## src/rtl/ps2_keyboard_tx.sv

```systemverilog
// PS/2 keyboard-side transmitter: byte FIFO in, 11-bit PS/2 frames out.
// Both ps2_clk and ps2_data are registered and lag the FSM state by one
// cycle, so the start bit appears two cycles after the pop decision.
module ps2_keyboard_tx #(
  parameter int HALF_PERIOD = 50,
  parameter int GAP_CYCLES  = 200,
  parameter int FIFO_DEPTH  = 4
) (
  input  logic                          clk,
  input  logic                          resetn,
  input  logic [7:0]                    in_data,
  input  logic                          in_valid,
  output logic                          in_ready,
  output logic                          ps2_clk,
  output logic                          ps2_data,
  output logic                          busy,
  output logic [$clog2(FIFO_DEPTH):0]   fifo_count
);

  localparam int PW   = $clog2(FIFO_DEPTH);
  localparam int CW   = PW + 1;
  localparam int MAXC = (HALF_PERIOD > GAP_CYCLES) ? HALF_PERIOD : GAP_CYCLES;
  localparam int TW   = $clog2(MAXC);

  localparam logic [TW-1:0] HP_LOAD  = TW'(HALF_PERIOD - 1);
  localparam logic [TW-1:0] GAP_LOAD = TW'(GAP_CYCLES - 1);
  localparam logic [3:0]    LAST_BIT = 4'd10;

  typedef enum logic [1:0] {IDLE, SETUP, LOW, GAP} state_t;

  state_t          state;
  logic [TW-1:0]   timer;
  logic [3:0]      bit_idx;
  logic [10:0]     frame;

  logic [7:0]      mem [FIFO_DEPTH];
  logic [PW-1:0]   wr_ptr;
  logic [PW-1:0]   rd_ptr;
  logic [7:0]      head;
  logic            push;
  logic            pop;

  assign in_ready = (fifo_count < CW'(FIFO_DEPTH));
  assign push     = in_valid & in_ready;
  assign pop      = (state == IDLE) && (fifo_count != '0);
  assign head     = mem[rd_ptr];
  assign busy     = (state != IDLE);

  // FIFO storage write; contents need no reset since occupancy gates reads
  always_ff @(posedge clk) begin
    if (push) mem[wr_ptr] <= in_data;
  end

  // FIFO pointers and occupancy; pointers wrap naturally at power-of-two depth
  always_ff @(posedge clk or negedge resetn) begin
    if (!resetn) begin
      wr_ptr     <= '0;
      rd_ptr     <= '0;
      fifo_count <= '0;
    end else begin
      if (push) wr_ptr <= wr_ptr + PW'(1);
      if (pop)  rd_ptr <= rd_ptr + PW'(1);
      case ({push, pop})
        2'b10:   fifo_count <= fifo_count + CW'(1);
        2'b01:   fifo_count <= fifo_count - CW'(1);
        default: fifo_count <= fifo_count;
      endcase
    end
  end

  // Frame FSM with registered line outputs derived from the current state
  always_ff @(posedge clk or negedge resetn) begin
    if (!resetn) begin
      state    <= IDLE;
      timer    <= '0;
      bit_idx  <= '0;
      frame    <= '1;
      ps2_clk  <= 1'b1;
      ps2_data <= 1'b1;
    end else begin
      ps2_clk  <= (state != LOW);
      ps2_data <= ((state == SETUP) || (state == LOW)) ? frame[bit_idx] : 1'b1;
      case (state)
        IDLE: begin
          if (pop) begin
            frame   <= {1'b1, ~^head, head, 1'b0};
            bit_idx <= '0;
            timer   <= HP_LOAD;
            state   <= SETUP;
          end
        end
        SETUP: begin
          if (timer == '0) begin
            timer <= HP_LOAD;
            state <= LOW;
          end else begin
            timer <= timer - TW'(1);
          end
        end
        LOW: begin
          if (timer == '0) begin
            if (bit_idx == LAST_BIT) begin
              timer <= GAP_LOAD;
              state <= GAP;
            end else begin
              bit_idx <= bit_idx + 4'd1;
              timer   <= HP_LOAD;
              state   <= SETUP;
            end
          end else begin
            timer <= timer - TW'(1);
          end
        end
        GAP: begin
          if (timer == '0) state <= IDLE;
          else             timer <= timer - TW'(1);
        end
        default: state <= IDLE;
      endcase
    end
  end

endmodule

```

## config.mk

```make
export PLATFORM = sky130hd
export DESIGN_NAME = ps2_keyboard_tx
export DESIGN_NICKNAME = d
export VERILOG_FILES = /design/src/rtl/ps2_keyboard_tx.sv
export SDC_FILE = /design/constraint.sdc
export NUM_CORES = 1
export LEC_CHECK = 0
export ABC_AREA = 1
export BUFFER_PORTS_ARGS = -buffer_cell sky130_fd_sc_hd__buf_2
export CORE_MARGIN = 2
export CORE_UTILIZATION = 55
export CTS_CLUSTER_DIAMETER = 100
export DETAILED_ROUTE_END_ITERATION = 10
export GPL_TIMING_DRIVEN = 0
export PLACE_DENSITY = 0.76
export SLEW_MARGIN = 25
export SYNTH_ARGS = -nofsm -noshare
export SYNTH_HDL_FRONTEND = slang
export SYNTH_SLANG_ARGS = --single-unit
```

## constraint.sdc

```tcl
create_clock -name clk -period 2.1 [get_ports clk]
set_clock_uncertainty 0.05 [all_clocks]
set_input_delay 0.63 -clock clk [delete_from_list [all_inputs] [get_ports clk]]
set_output_delay 0.63 -clock clk [all_outputs]
set_load 0.005 [all_outputs]
```

==> summary.txt <==
sequential-to-total area share from yosys stat - 54.6%
GRT Util Overall - 20.6%
I/O pin cnt - 18
Finish-stage setup viols - 0
root buf cell - clkbuf_8
largest area contributor in the synthesized netlist - edfxtp_1
CP startpoint kind - flop
top cells by area, synth - edfxtp_1, dfrtp_1, nand2_1
share of layout cells above drive strength 1 - 17.9%
period utilisation layout - 95.3%
largest net degree at the start of global routing - 34
average wire per standard cell - 12.6 microns
Placer Congestion - 0.831
router iterations before antenna repair - 4
Max Root-Sink Buffers - 2
Skew-Pair Late Insertion Delay - 0.34 ns
RSZ-0062 raised after global routing - yes
final WL - 6080 microns
Yosys cell types - 33
Sink Count - 65
Post-Syn Area - 3300 sq um
Synth Area in Compound Gates - 8.34%
vias after detailed routing - 2,514
vias in the first global route - 2,234
Power Dens Cells - 779 nW/um^2
Max IR drop VDD - 0.000573 V
post-DP HPWL - 4340 microns
Yosys warning count - 0
Die ar. - 6640 sq um
Reg clk slew, reported paths - 0.07 ns
Die Y - 81.5 microns
syn nets - 394
Overflow after GRT - 0
setup_tns - 0 ns
post-synth top area share - 29.1%
DR iter-0 viols - 117
Post-DRT Antenna Nets - 0
Avg Cell Area, Syn - 8.95 sq um
P_leak - 1.70 nW
Sequential Power Share - 53.1%
Nets - 427
CTS buffer count - 9
CP arrival - 1.32 ns
Post-Synth XOR/XNOR Area - 2.39%
DRC viols - 0
reg2reg end - fifo_count[2]$_DFFE_PN0P_
final critical-path required period - 2.00 ns
Logic pwr share - 15.9%
largest family of logic cells by synthesized area - simple AND/OR/NAND/NOR gates
Max Fclk - 0.500 GHz
RR Startpoint - state[0]$_DFFE_PN0P_
CTS H-tree lvls - 3
worst path required time - 1.42 ns
adder-cell share of the synthesized area - 5.53%
post-route cell area - 3710 sq um
Synth Instances - 369
Initial Util - 56.4%
status - completed
antenna violations before repair - 0
simple-gate share of the synthesized area - 22.7%
P_sw - 824 uW
Yosys reg bits - 65
Slew Viols, Final - 0
final-report hold violation count - 0
Max FO, Critical Path - 6
first-pass GRT wire length - 10,200 microns
worst-margin pin slew - 0.783 ns
area grow syn2layout - 12.4%
post-synthesis mux area share - 0%
share of power burned in the clock network - 31.0%
die width - 81.5 microns
sw frac - 28.5%
Max Cap Violations - 0
Worst slew margin - 47.6%
FP Rows - 28
CP endpoint kind - output pin
HP Class - primary input to asynchronous set/reset pin
Port-buffer cells - 17
Post-DP Area - 3490 sq um
register-to-register path setup slack - 0.11 ns
Power Internal - 2.07 mW
vias per cell - 5.22
number of diodes - 0
core area - 5850 sq um
clock tree from TritonCTS - done
Register-to-Register Path Depth - 11
crit path kind - flop to output pin
==> layout make-up <==
class | count | area, sq um
Fill cell | 470 | 2140
Timing Repair Buffer | 22 | 123
Multi-Input combinational cell | 254 | 1310
Clock inverter | 6 | 35.0
Buffer | 7 | 56.3
Inverter | 43 | 168
Tap cell | 75 | 93.8
Clock buffer | 10 | 128
Sequential cell | 65 | 1800
==> through the flow <==
step / util, % / worst slack [ns] / power, mW / cells / hold WS (ns)
6_report: 63.5 / 0.0994 / 2.89 / 482 / 0.292
5_1_grt: 63.5 / -0.0357 / 3.05 / 482 / 0.361
4_1_cts: 63.3 / 0.0140 / 2.90 / 482 / 0.314
3_5_place_dp: 59.7 / -0.243 / 2.00 / 461 / 0.417
3_3_place_gp: 59.7 / -0.178 / 1.96 / 461 / 0.413
2_1_floorplan: - / 0.0111 / 1.84 / 369 / 0.284
==> layout by cell type, fill, tap and decap left out, types with 2 or more instances in the layout <==
cell      count
buf_4         6
inv_2         5
o211ai_1      3
xor2_1        7
o21ai_0      28
clkbuf_8      9
o21ai_1       3
nor2_1       21
nand4_1       3
a21oi_1      12
buf_2        20
inv_1        34
edfxtp_1     32
nand2_1     121
clkinv_1      2
clkinv_2      4
nand3_1      26
dfrtp_1      21
buf_6         3
xnor2_1       2
ha_1         12
inv_4         2
nand2_2       2
dfstp_2      12
or2_2         2
==> per-layer routing <==
| metal | wire length, microns | GRT usage (%) | part of all wire, % |
|---|---|---|---|
| met1 | 2680 | 27.0 | 44 |
| met2 | 3030 | 33.9 | 50 |
| met3 | 279 | 3.63 | 4.6 |
| met4 | 97 | 8.64 | 1.6 |
| met5 | 0 | 0 | 0 |
==> cell families (layout without fill, tap and decap cells) <==
family,count (synthesis),in the layout
compound gates,51,51
simple gates,180,180
xor+xnor,9,9
buf+inv,50,88
flops,65,65
fa+ha+maj,14,14
==> worst max-delay path: stages (launching register included) <==
cell	delay [ns]
dfrtp_1	0.37
inv_2	0.06
ha_4	0.16
buf_4	0.15
inv_1	0.11
buf_2	0.13
==> power by group through the flow <==
stage               registers, mW  clock network (mW)  logic [mW]
floorplan                    1.56                   0       0.281
global placement             1.56                   0       0.406
detailed placement           1.56                   0       0.434
CTS                          1.54               0.906       0.461
global route                 1.55               0.969       0.539
finish                       1.53               0.897       0.460
==> sequential cells by signal (all words and copies together) (netlist names) <==
| name | flops |
|---|---|
| mem | 32 |
| ps2_clk | 1 |
| frame | 10 |
| wr_ptr | 2 |
| timer | 8 |
| fifo_count | 3 |
| bit_idx | 4 |
| rd_ptr | 2 |
| ps2_data | 1 |
| state | 2 |
==> synthesized netlist by cell type <==
cell type and instances:
a21oi_1 12, dfstp_2 12, nand2_2 2, nand3_1 27
buf_4 1, edfxtp_1 32, clkinv_1 1, inv_1 37
o21ai_0 30, nor3_1 1, ha_1 13, o21bai_1 1
or2_2 2, o31ai_1 1, clkinv_2 1, o22ai_1 1
nor2_4 1, o21ai_1 1, a22oi_1 1, xnor2_1 2
buf_2 4, o211ai_1 3, nand2_1 121, xor2_1 7
dfrtp_1 21, nand4_1 3, fa_1 1, inv_4 1
inv_2 3, buf_6 2, nor3_4 1, nor2_1 22
o221ai_1 1
==> how the worst max path moves through the flow <==
| stage | cells past startpoint | from | endpoint |
|---|---|---|---|
| 4_1_cts | 11 | state[0]$_DFFE_PN0P_ | fifo_count[2]$_DFFE_PN0P_ |
| 2_1_floorplan | 11 | state[1]$_DFFE_PN0P_ | fifo_count[2]$_DFFE_PN0P_ |
| 6_report | 5 | state[0]$_DFFE_PN0P_ | busy |
| 5_1_grt | 11 | fifo_count[1]$_DFFE_PN0P_ | fifo_count[2]$_DFFE_PN0P_ |
| 3_5_place_dp | 11 | state[0]$_DFFE_PN0P_ | fifo_count[2]$_DFFE_PN0P_ |
| 3_3_place_gp | 11 | state[0]$_DFFE_PN0P_ | fifo_count[2]$_DFFE_PN0P_ |
==> repair_timing <==
item,CTS,global route
gates cloned,0,0
resized for setup,6,5
pin swaps,1,0
buffers inserted,5,0
setup endpoints to repair,2,4
hold buffers,0,0
No activity file was read; power rests on OpenSTA's default activity.
